## src/rtl/svc_axil_rd_arbiter.sv

```systemverilog
// Round-robin arbiter merging NUM_M AXI-Lite read subordinates onto one manager port.
// Grant order is kept in a route FIFO so in-order R beats steer back to their requester.
module svc_axil_rd_arbiter #(
  parameter int NUM_M             = 2,
  parameter int ADDR_WIDTH        = 8,
  parameter int DATA_WIDTH        = 16,
  parameter int OUTSTANDING_WIDTH = 2
) (
  input  logic                        clk,
  input  logic                        rst,
  input  logic [NUM_M-1:0]            s_axil_arvalid,
  input  logic [NUM_M*ADDR_WIDTH-1:0] s_axil_araddr,
  output logic [NUM_M-1:0]            s_axil_arready,
  output logic [NUM_M-1:0]            s_axil_rvalid,
  output logic [DATA_WIDTH-1:0]       s_axil_rdata,
  output logic [1:0]                  s_axil_rresp,
  input  logic [NUM_M-1:0]            s_axil_rready,
  output logic                        m_axil_arvalid,
  output logic [ADDR_WIDTH-1:0]       m_axil_araddr,
  input  logic                        m_axil_arready,
  input  logic                        m_axil_rvalid,
  input  logic [DATA_WIDTH-1:0]       m_axil_rdata,
  input  logic [1:0]                  m_axil_rresp,
  output logic                        m_axil_rready
);

  localparam int IdxW  = (NUM_M > 1) ? $clog2(NUM_M) : 1;
  localparam int Depth = 1 << OUTSTANDING_WIDTH;

  logic                         ar_valid_q;
  logic [ADDR_WIDTH-1:0]        ar_addr_q;
  logic [IdxW-1:0]              last_grant_q;
  logic [IdxW-1:0]              route_mem [Depth];
  logic [OUTSTANDING_WIDTH-1:0] wr_ptr_q, rd_ptr_q;
  logic [OUTSTANDING_WIDTH:0]   count_q, count_d;

  logic            ar_free, fifo_full, fifo_ne, can_grant, found, pop;
  logic [IdxW-1:0] winner, head;
  int              cand;

  assign ar_free   = !ar_valid_q || m_axil_arready;
  assign fifo_full = (count_q == (OUTSTANDING_WIDTH + 1)'(Depth));
  assign fifo_ne   = (count_q != '0);
  assign can_grant = ar_free && !fifo_full && (|s_axil_arvalid);
  assign head      = route_mem[rd_ptr_q];

  // Scan starting just after the previous winner so every requester gets a turn.
  always_comb begin
    winner = '0;
    found  = 1'b0;
    cand   = 0;
    for (int k = 1; k <= NUM_M; k++) begin
      cand = (int'(last_grant_q) + k) % NUM_M;
      if (!found && s_axil_arvalid[cand[IdxW-1:0]]) begin
        found  = 1'b1;
        winner = cand[IdxW-1:0];
      end
    end
  end

  assign s_axil_arready = can_grant ? (NUM_M'(1) << winner) : '0;
  assign m_axil_arvalid = ar_valid_q;
  assign m_axil_araddr  = ar_addr_q;

  assign m_axil_rready  = fifo_ne && s_axil_rready[head];
  assign s_axil_rvalid  = (m_axil_rvalid && fifo_ne) ? (NUM_M'(1) << head) : '0;
  assign s_axil_rdata   = m_axil_rdata;
  assign s_axil_rresp   = m_axil_rresp;
  assign pop            = m_axil_rvalid && m_axil_rready;

  always_comb begin
    count_d = count_q;
    if (can_grant && !pop) begin
      count_d = count_q + (OUTSTANDING_WIDTH + 1)'(1);
    end else if (pop && !can_grant) begin
      count_d = count_q - (OUTSTANDING_WIDTH + 1)'(1);
    end
  end

  always_ff @(posedge clk) begin
    if (rst) begin
      ar_valid_q   <= 1'b0;
      ar_addr_q    <= '0;
      last_grant_q <= IdxW'(NUM_M - 1);
      wr_ptr_q     <= '0;
      rd_ptr_q     <= '0;
      count_q      <= '0;
    end else begin
      if (can_grant) begin
        ar_valid_q   <= 1'b1;
        ar_addr_q    <= s_axil_araddr[winner*ADDR_WIDTH +: ADDR_WIDTH];
        last_grant_q <= winner;
        wr_ptr_q     <= wr_ptr_q + OUTSTANDING_WIDTH'(1);
      end else if (m_axil_arready) begin
        ar_valid_q <= 1'b0;
      end
      if (pop) begin
        rd_ptr_q <= rd_ptr_q + OUTSTANDING_WIDTH'(1);
      end
      count_q <= count_d;
    end
  end

  // Storage only; validity is tracked by count_q, so no reset is needed.
  always_ff @(posedge clk) begin
    if (can_grant) begin
      route_mem[wr_ptr_q] <= winner;
    end
  end

endmodule

```

## config.mk

```make
export PLATFORM = sky130hd
export DESIGN_NAME = svc_axil_rd_arbiter
export DESIGN_NICKNAME = d
export VERILOG_FILES = /design/src/rtl/svc_axil_rd_arbiter.sv
export SDC_FILE = /design/constraint.sdc
export NUM_CORES = 1
export LEC_CHECK = 0
export CAP_MARGIN = 40
export CORE_ASPECT_RATIO = 1.2
export CORE_MARGIN = 5
export CORE_UTILIZATION = 40
export CTS_BUF_LIST = sky130_fd_sc_hd__clkbuf_16
export CTS_CLUSTER_DIAMETER = 150
export DETAILED_ROUTE_END_ITERATION = 8
export PLACE_DENSITY = 0.91
export RECOVER_POWER = 50
export SETUP_SLACK_MARGIN = 0.02
export SLEW_MARGIN = 20
export SYNTH_ARGS = -nofsm -noshare
export SYNTH_HDL_FRONTEND = slang
export SYNTH_SLANG_ARGS = --single-unit
```

## constraint.sdc

```tcl
create_clock -name clk -period 7.25 [get_ports clk]
set_input_delay 1.45 -clock clk [delete_from_list [all_inputs] [get_ports clk]]
set_output_delay 1.45 -clock clk [all_outputs]
set_load 0.005 [all_outputs]
```

==> parameters.txt, run 1 <==
Parameter                              Value

GRT
  Grt total ovfl ... 0
  Maximum number of pins on one net before global-route repair ... 20
  Via count of the first global-routing pass ... about 960
  Wire length of the first global-routing pass ... 4340 um
  Antenna violations before repair ... 0
  Total routing usage reported by global routing ... 0.1333

Setup path
  Levels on crit path ... 5
  CP most frequent cell ... sky130_fd_sc_hd__nor2_1
  Required time of the worst setup path ... approximately 5800 ps
  Critical Path End Type ... primary output
  Worst path max stage delay ... 780 ps
  CP Buf/Inv Count ... 2
  CP Cell Sequence ... dlygate4sd3_1, nor2_1, a211o_1, nor2_1, clkdlybuf4s50_1
  Cell with the largest stage delay on the worst path ... sky130_fd_sc_hd__dlygate4sd3_1
  Reg2Reg Launch Point ... count_q[1]$_SDFFE_PP0P_
  Worst reg2reg path depth ... 9
  Reg2Reg Capture Point ... count_q[2]$_SDFFE_PP0P_
  Worst setup endpoint ... s_axil_arready[0]
  Register-to-register setup slack ... roughly 4700 ps
  Gate family responsible for the most delay along the worst path ... buffers and inverters
  Worst EP arrival ... ~3500 ps
  Crit path launch ... s_axil_arvalid[0]
  Classification of the worst setup path ... primary input to primary output
  Worst Setup Start Kind ... primary input
  Worst Path Max Fanout ... 12

Place
  HPWL Detailed ... approximately 2100 um
  GP Congestion ... ~0.77
  Input/output buffers ... 37

Floorplanning
  Initial Utilization ... 0.4165
  Floorplan die area ... approximately 4400 um^2
  Core box area ... ~3000 um^2
  Floorplan die width ... just over 60 um
  Count of pins on the block boundary ... 74
  Chip Height ... ~72 um
  Count of standard-cell rows ... 22

Logic synthesis
  Synth unique cells ... 36
  Cells after Synth ... around 140
  Number of enable-type register cells in the synthesized netlist ... 4
  Mapped Nets ... between 150 and 200
  Average instance area after synthesis ... 9.288 um^2
  Number of warnings printed during yosys synthesis ... 0
  Cell type with the largest total area after synthesis ... sky130_fd_sc_hd__dfxtp_1
  Async set-or-reset flop fraction in the synthesized netlist ... 0
  Share of synthesized area occupied by flip-flops and latches ... 0.3933
  Synthesized area ... around 1300 um^2
  Synth top area cells ... sky130_fd_sc_hd__dfxtp_1 30%, sky130_fd_sc_hd__buf_4 11%, sky130_fd_sc_hd__edfxtp_1 9.4%, sky130_fd_sc_hd__ha_1 4.9%, sky130_fd_sc_hd__a21oi_1 3.9%
  Total of flip-flops plus latches after synthesis ... 23
  Leading register cell type out of synthesis ... sky130_fd_sc_hd__dfxtp_1
  Area fraction of the dominant cell type after synthesis ... 0.2989

Power
  Max rail drop VDD ... ~0.00016 V
  Leakage power figure ... about 0.64 nW
  Total power per unit cell area ... roughly 300 nW/um^2

Detailed routing
  Vias ... 983
  Drt pass-1 iters ... 4
  Total wire length ... 2750 um
  Drt wl/cell ... 14.40 um
  DR DRC count ... 0
  Drt via density ... just over 5
  Number of nets with antenna violations after detailed routing ... 0
  Count of routing violations after the opening detailed-route iteration ... 29

Cells and area
  Number of nets in the layout ... a little over 200
  Most common cell after layout, fill and taps aside ... sky130_fd_sc_hd__clkdlybuf4s50_1
  Antenna cell count ... 0
  Most frequent cells in the layout ... 25 x sky130_fd_sc_hd__clkdlybuf4s50_1, 19 x sky130_fd_sc_hd__dfxtp_1, 13 x sky130_fd_sc_hd__nand2_1
  Share of final-layout standard cells stronger than drive strength 1 ... 0.08387
  Number of fill cells in the layout ... 284
  Synthesis-to-finish area growth ... 26.35%

Clocking
  Reg clk slew, reported paths ... 60 ps
  Later-pin clock latency in the skew report ... around 260 ps
  Level count of the clock H-tree ... 1
  CTS Root Cell ... sky130_fd_sc_hd__clkbuf_16
  Post-cts hold buffer count ... 0
  Setup bufs post-CTS ... 0
  CTS sink count ... 23
  Clock Tree Buf Depth ... 2
  Total of cells resized after clock tree synthesis ... 0
  Clock buffer count from CTS ... 3
  CTS tree ... done

STA
  Hold slack final ... around 460 ps
  Least-Margin Pin Slew ... roughly 660 ps
  Final Hold Vio Count ... 0
  Setup repair after global routing missed its margin ... no
  Period minus WS final ... ~5000 ps
  Clk_skew ... ~6.2 ps
  Worst relative slew slack ... 0.5587
  Final clock period utilization by the worst path ... 0.6760
  Maximum clock frequency ... between 200 and 250 MHz
  Sum Neg Setup Slack ... 0 ps
  Count of final setup violators ... 0
  Number of pins with negative max-slew slack in the final report ... 0

Flow run
  MaxCap Viol Count ... 0

Outcome
  Outcome ... complete, no violations

Min path
  Type of the worst min-delay path ... flip-flop to flip-flop
==> cell usage after synthesis, types with 2 or more instances <==
library cell / number
sky130_fd_sc_hd__xor2_1: 2
sky130_fd_sc_hd__o311ai_0: 2
sky130_fd_sc_hd__inv_1: 5
sky130_fd_sc_hd__nor3_1: 3
sky130_fd_sc_hd__mux2i_1: 3
sky130_fd_sc_hd__a32oi_1: 4
sky130_fd_sc_hd__buf_4: 18
sky130_fd_sc_hd__a211o_1: 2
sky130_fd_sc_hd__and2_1: 5
sky130_fd_sc_hd__ha_1: 5
sky130_fd_sc_hd__nor2_1: 11
sky130_fd_sc_hd__edfxtp_1: 4
sky130_fd_sc_hd__or2_2: 4
sky130_fd_sc_hd__a21oi_1: 10
sky130_fd_sc_hd__dfxtp_1: 19
sky130_fd_sc_hd__nand2_1: 13
sky130_fd_sc_hd__nand2b_1: 2
sky130_fd_sc_hd__a32o_1: 4
sky130_fd_sc_hd__buf_2: 3
sky130_fd_sc_hd__clkbuf_1: 2
==> how the worst min path moves through the flow <==
| stage | from | end | depth (start not counted) |
|---|---|---|---|
| finish | m_axil_araddr[2]$_SDFFE_PP0P_ | m_axil_araddr[2]$_SDFFE_PP0P_ | 2 |
| global route | m_axil_araddr[2]$_SDFFE_PP0P_ | m_axil_araddr[2]$_SDFFE_PP0P_ | 2 |
| detailed placement | m_axil_araddr[2]$_SDFFE_PP0P_ | m_axil_araddr[2]$_SDFFE_PP0P_ | 2 |
| CTS | m_axil_araddr[2]$_SDFFE_PP0P_ | m_axil_araddr[2]$_SDFFE_PP0P_ | 2 |
| floorplan | last_grant_q$_SDFFE_PP1P_ | last_grant_q$_SDFFE_PP1P_ | 1 |
| global placement | m_axil_araddr[4]$_SDFFE_PP0P_ | m_axil_araddr[4]$_SDFFE_PP0P_ | 2 |
==> cell type report <==
class | instances | area (um^2) | area share
Tap cell | 36 | 45.04 | 0.02802
Sequential cell | 23 | 500.5 | 0.3113
Clock buffer | 3 | 75.07 | 0.04669
Inverter | 5 | 18.77 | 0.01167
Multi-Input combinational cell | 85 | 589.3 | 0.3665
Clock inverter | 1 | 5.005 | 0.003113
Timing Repair Buffer | 38 | 374.1 | 0.2327
==> metrics by stage <==
step                      worst slack [ps]  power [mW]  cells    util  instance area [um^2]
final                                 2349      0.4803    191  0.5262                  1608
after CTS                             2432      0.4905    191  0.5283                  1614
after global routing                  2236      0.5138    191  0.5262                  1608
after global placement                2481      0.3629    187  0.5020                  1534
after detailed placement              2454      0.3701    187  0.5020                  1534
after floorplan                       3552      0.3059    137       -                  1272
==> cell families (layout without fill, tap and decap cells) <==
logic type      count (synthesis)  in the layout  synth area share
compound gates                 27             27            0.1563
mux                             5              5           0.05211
xor+xnor                        3              3           0.02065
simple gates                   44             44            0.1711
flops                          23             23            0.3933
buf+inv                        29             47            0.1416
fa+ha+maj                       6              6           0.06490
==> worst min-delay path, delay by kind of cell (launching register included) <==
kind / cells / cell delay, ps
flops: 1 / 310
simple gates: 1 / 50
compound gates: 1 / 50
==> sequential cells by signal, summed over array words and instances, names as in the netlist, named ones only <==
register,cells
wr_ptr_q,2
count_q,3
last_grant_q,1
m_axil_arvalid,1
rd_ptr_q,2
m_axil_araddr,8
route_mem,4
==> power by group <==
group	internal, mW	switching, mW	total, mW
registers	0.160	0.0219	0.182
logic	0.0954	0.0839	0.179
clock network	0.0742	0.0447	0.119
==> metal layers <==
layer / wire (um) / vias up / GRT usage / part of all wire
met5: 0 / - / 0 / 0
met4: 129 / 0 / 0.1085 / 0.047
met3: 174 / 14 / 0.03243 / 0.063
met2: 1346 / 29 / 0.1921 / 0.49
met1: 1100 / 449 / 0.1623 / 0.40
li1: - / 491 / - / -
Power figures use the tool's default switching activity.
==> run 2: changes to the inputs <==
- CORE_UTILIZATION: 40 -> 38
- PLACE_DENSITY: 0.91 -> 0.88
- clock period: 7.25 -> 4.51 ns (I/O delays scaled with it)
==> parameters.txt, run 2 (synthesis results as in run 1) <==
Parameter                              Value

STA
  Clk_skew ... 4.230 ps
  Final Hold Vio Count ... 0
  Setup repair after global routing missed its margin ... no
  Number of pins with negative max-slew slack in the final report ... 0
  Least-Margin Pin Slew ... roughly 650 ps
  Hold slack final ... between 400 and 500 ps
  Maximum clock frequency ... 264.1 MHz
  Period minus WS final ... between 3000 and 4000 ps
  Final clock period utilization by the worst path ... 0.8395
  Count of final setup violators ... 0
  Sum Neg Setup Slack ... 0 ps
  Worst relative slew slack ... 0.5627

GRT
  Most used routing layer in global routing ... met2
  Grt total ovfl ... 0
  Met3 track demand over resource ... 0.02599
  Wire length of the first global-routing pass ... around 4300 um
  Met2 routing resource usage after global routing ... 0.1924
  Met1 capacity usage during global routing ... 0.1399
  Via count of the first global-routing pass ... 982
  Total routing usage reported by global routing ... 0.1171
  Maximum number of pins on one net before global-route repair ... 20
  Antenna violations before repair ... 0

Setup path
  Classification of the worst setup path ... primary input to primary output
  Crit path launch ... s_axil_arvalid[0]
  Reg2Reg Launch Point ... count_q[0]$_SDFFE_PP0P_
  CP Cell Sequence ... clkdlybuf4s50_1, a21boi_0, buf_4, nor2_1, clkdlybuf4s50_1
  Worst reg2reg path depth ... 9
  Worst Path Max Fanout ... 11
  CP Buf/Inv Count ... 3
  Critical Path End Type ... primary output
  Worst EP arrival ... ~2900 ps
  Required time of the worst setup path ... 3610 ps
  Gate family responsible for the most delay along the worst path ... buffers and inverters
  Cell with the largest stage delay on the worst path ... sky130_fd_sc_hd__clkdlybuf4s50_1
  Worst path max stage delay ... roughly 610 ps
  Register-to-register setup slack ... roughly 1900 ps
  Reg2Reg Capture Point ... count_q[2]$_SDFFE_PP0P_
  Worst Setup Start Kind ... primary input
  CP most frequent cell ... sky130_fd_sc_hd__clkdlybuf4s50_1

Floorplanning
  Core box area ... about 3300 um^2
  Floorplan die area ... about 4600 um^2
  Count of standard-cell rows ... 23
  Count of pins on the block boundary ... 74
  Initial Utilization ... 0.3879
  Floorplan die width ... roughly 63 um
  Chip Height ... between 70 and 80 um

Clocking
  Setup bufs post-CTS ... 0
  Level count of the clock H-tree ... 1
  Later-pin clock latency in the skew report ... 250 ps
  Total of cells resized after clock tree synthesis ... 0
  CTS tree ... done
  CTS Root Cell ... sky130_fd_sc_hd__clkbuf_16
  Post-cts hold buffer count ... 0
  CTS sink count ... 23
  Reg clk slew, reported paths ... 60 ps
  Clock buffer count from CTS ... 3
  Clock Tree Buf Depth ... 2

Min path
  Launch instance of the worst min-delay path ... m_axil_araddr[3]$_SDFFE_PP0P_
  WHS Path Cells ... 2
  Type of the worst min-delay path ... flip-flop to flip-flop
  Hold endpoint ... m_axil_araddr[3]$_SDFFE_PP0P_

Detailed routing
  Count of routing violations after the opening detailed-route iteration ... 30
  Drt pass-1 iters ... 4
  DR DRC count ... 0
  Drt via density ... between 5 and 6
  Number of nets with antenna violations after detailed routing ... 0
  Drt wl/cell ... around 14 um
  Total wire length ... ~2600 um
  Vias ... about 1000

Outcome
  Outcome ... complete, no violations

Cells and area
  Most common cell after layout, fill and taps aside ... sky130_fd_sc_hd__clkdlybuf4s50_1
  Synthesis-to-finish area growth ... 26.75%
  Antenna cell count ... 0
  Max FFs per register ... 8
  Most frequent cells in the layout ... 27 x sky130_fd_sc_hd__clkdlybuf4s50_1, 19 x sky130_fd_sc_hd__dfxtp_1, 13 x sky130_fd_sc_hd__nand2_1
  Number of nets in the layout ... between 200 and 250
  Share of final-layout standard cells stronger than drive strength 1 ... 0.09032

Power
  Total power per unit cell area ... 477.7 nW/um^2
  Leakage power figure ... ~0.65 nW
  Max rail drop VDD ... roughly 0.00023 V

Place
  GP Congestion ... approximately 0.80
  HPWL Detailed ... a little under 2000 um
  Input/output buffers ... 37

Flow run
  MaxCap Viol Count ... 0
[run 2: final cells by class]
cell class | instances | area [um^2]
fillers | 305 | 1668
multi-input cells | 85 | 589.3
flip-flops and latches | 23 | 500.5
repair buffers | 38 | 377.9
clock buffers | 3 | 75.07
well taps | 37 | 46.29
inverters | 5 | 18.77
clock inverters | 1 | 5.005
[run 2: worst max-delay path by stage]
stage                              endpoint  slack, ps  depth (start not counted)
CTS                       s_axil_arready[0]        760                          5
global placement          s_axil_arready[0]        860                          5
floorplan           count_q[2]$_SDFFE_PP0P_       1770                         10
global route              s_axil_arready[0]        620                          5
detailed placement        s_axil_arready[0]        800                          5
finish                    s_axil_arready[0]        720                          5
[run 2: metrics by stage]
step	total power, mW	setup WS [ps]	utilization	cell area, um^2	cells
finish	0.7704	724.1	0.4916	1613	192
global route	0.8284	618.5	0.4916	1613	192
CTS	0.7882	764.6	0.4924	1615	192
detailed placement	0.5927	802.3	0.4680	1535	188
global placement	0.5828	859.5	0.4680	1535	188
floorplan	0.4918	1767	-	1272	137
[run 2: layer usage]
layer / routed length (um) / vias up
met5: 0 / -
met4: 64 / 0
met3: 154 / 7
met2: 1304 / 35
met1: 1101 / 466
li1: - / 488
[run 2: power breakdown]
group / internal [mW] / switching [mW]
clock: 0.119 / 0.0701
combinational: 0.154 / 0.133
sequential: 0.258 / 0.0362
[run 2: worst reg2reg max path: stages (launching register included)]
cell and delay [ps]:
sky130_fd_sc_hd__dfxtp_1 460, sky130_fd_sc_hd__nor2_1 130, sky130_fd_sc_hd__a211o_1 490, sky130_fd_sc_hd__inv_1 200, sky130_fd_sc_hd__ha_1 200, sky130_fd_sc_hd__inv_1 60
sky130_fd_sc_hd__fa_1 370, sky130_fd_sc_hd__xor2_1 160, sky130_fd_sc_hd__or3_1 300, sky130_fd_sc_hd__a21oi_1 160
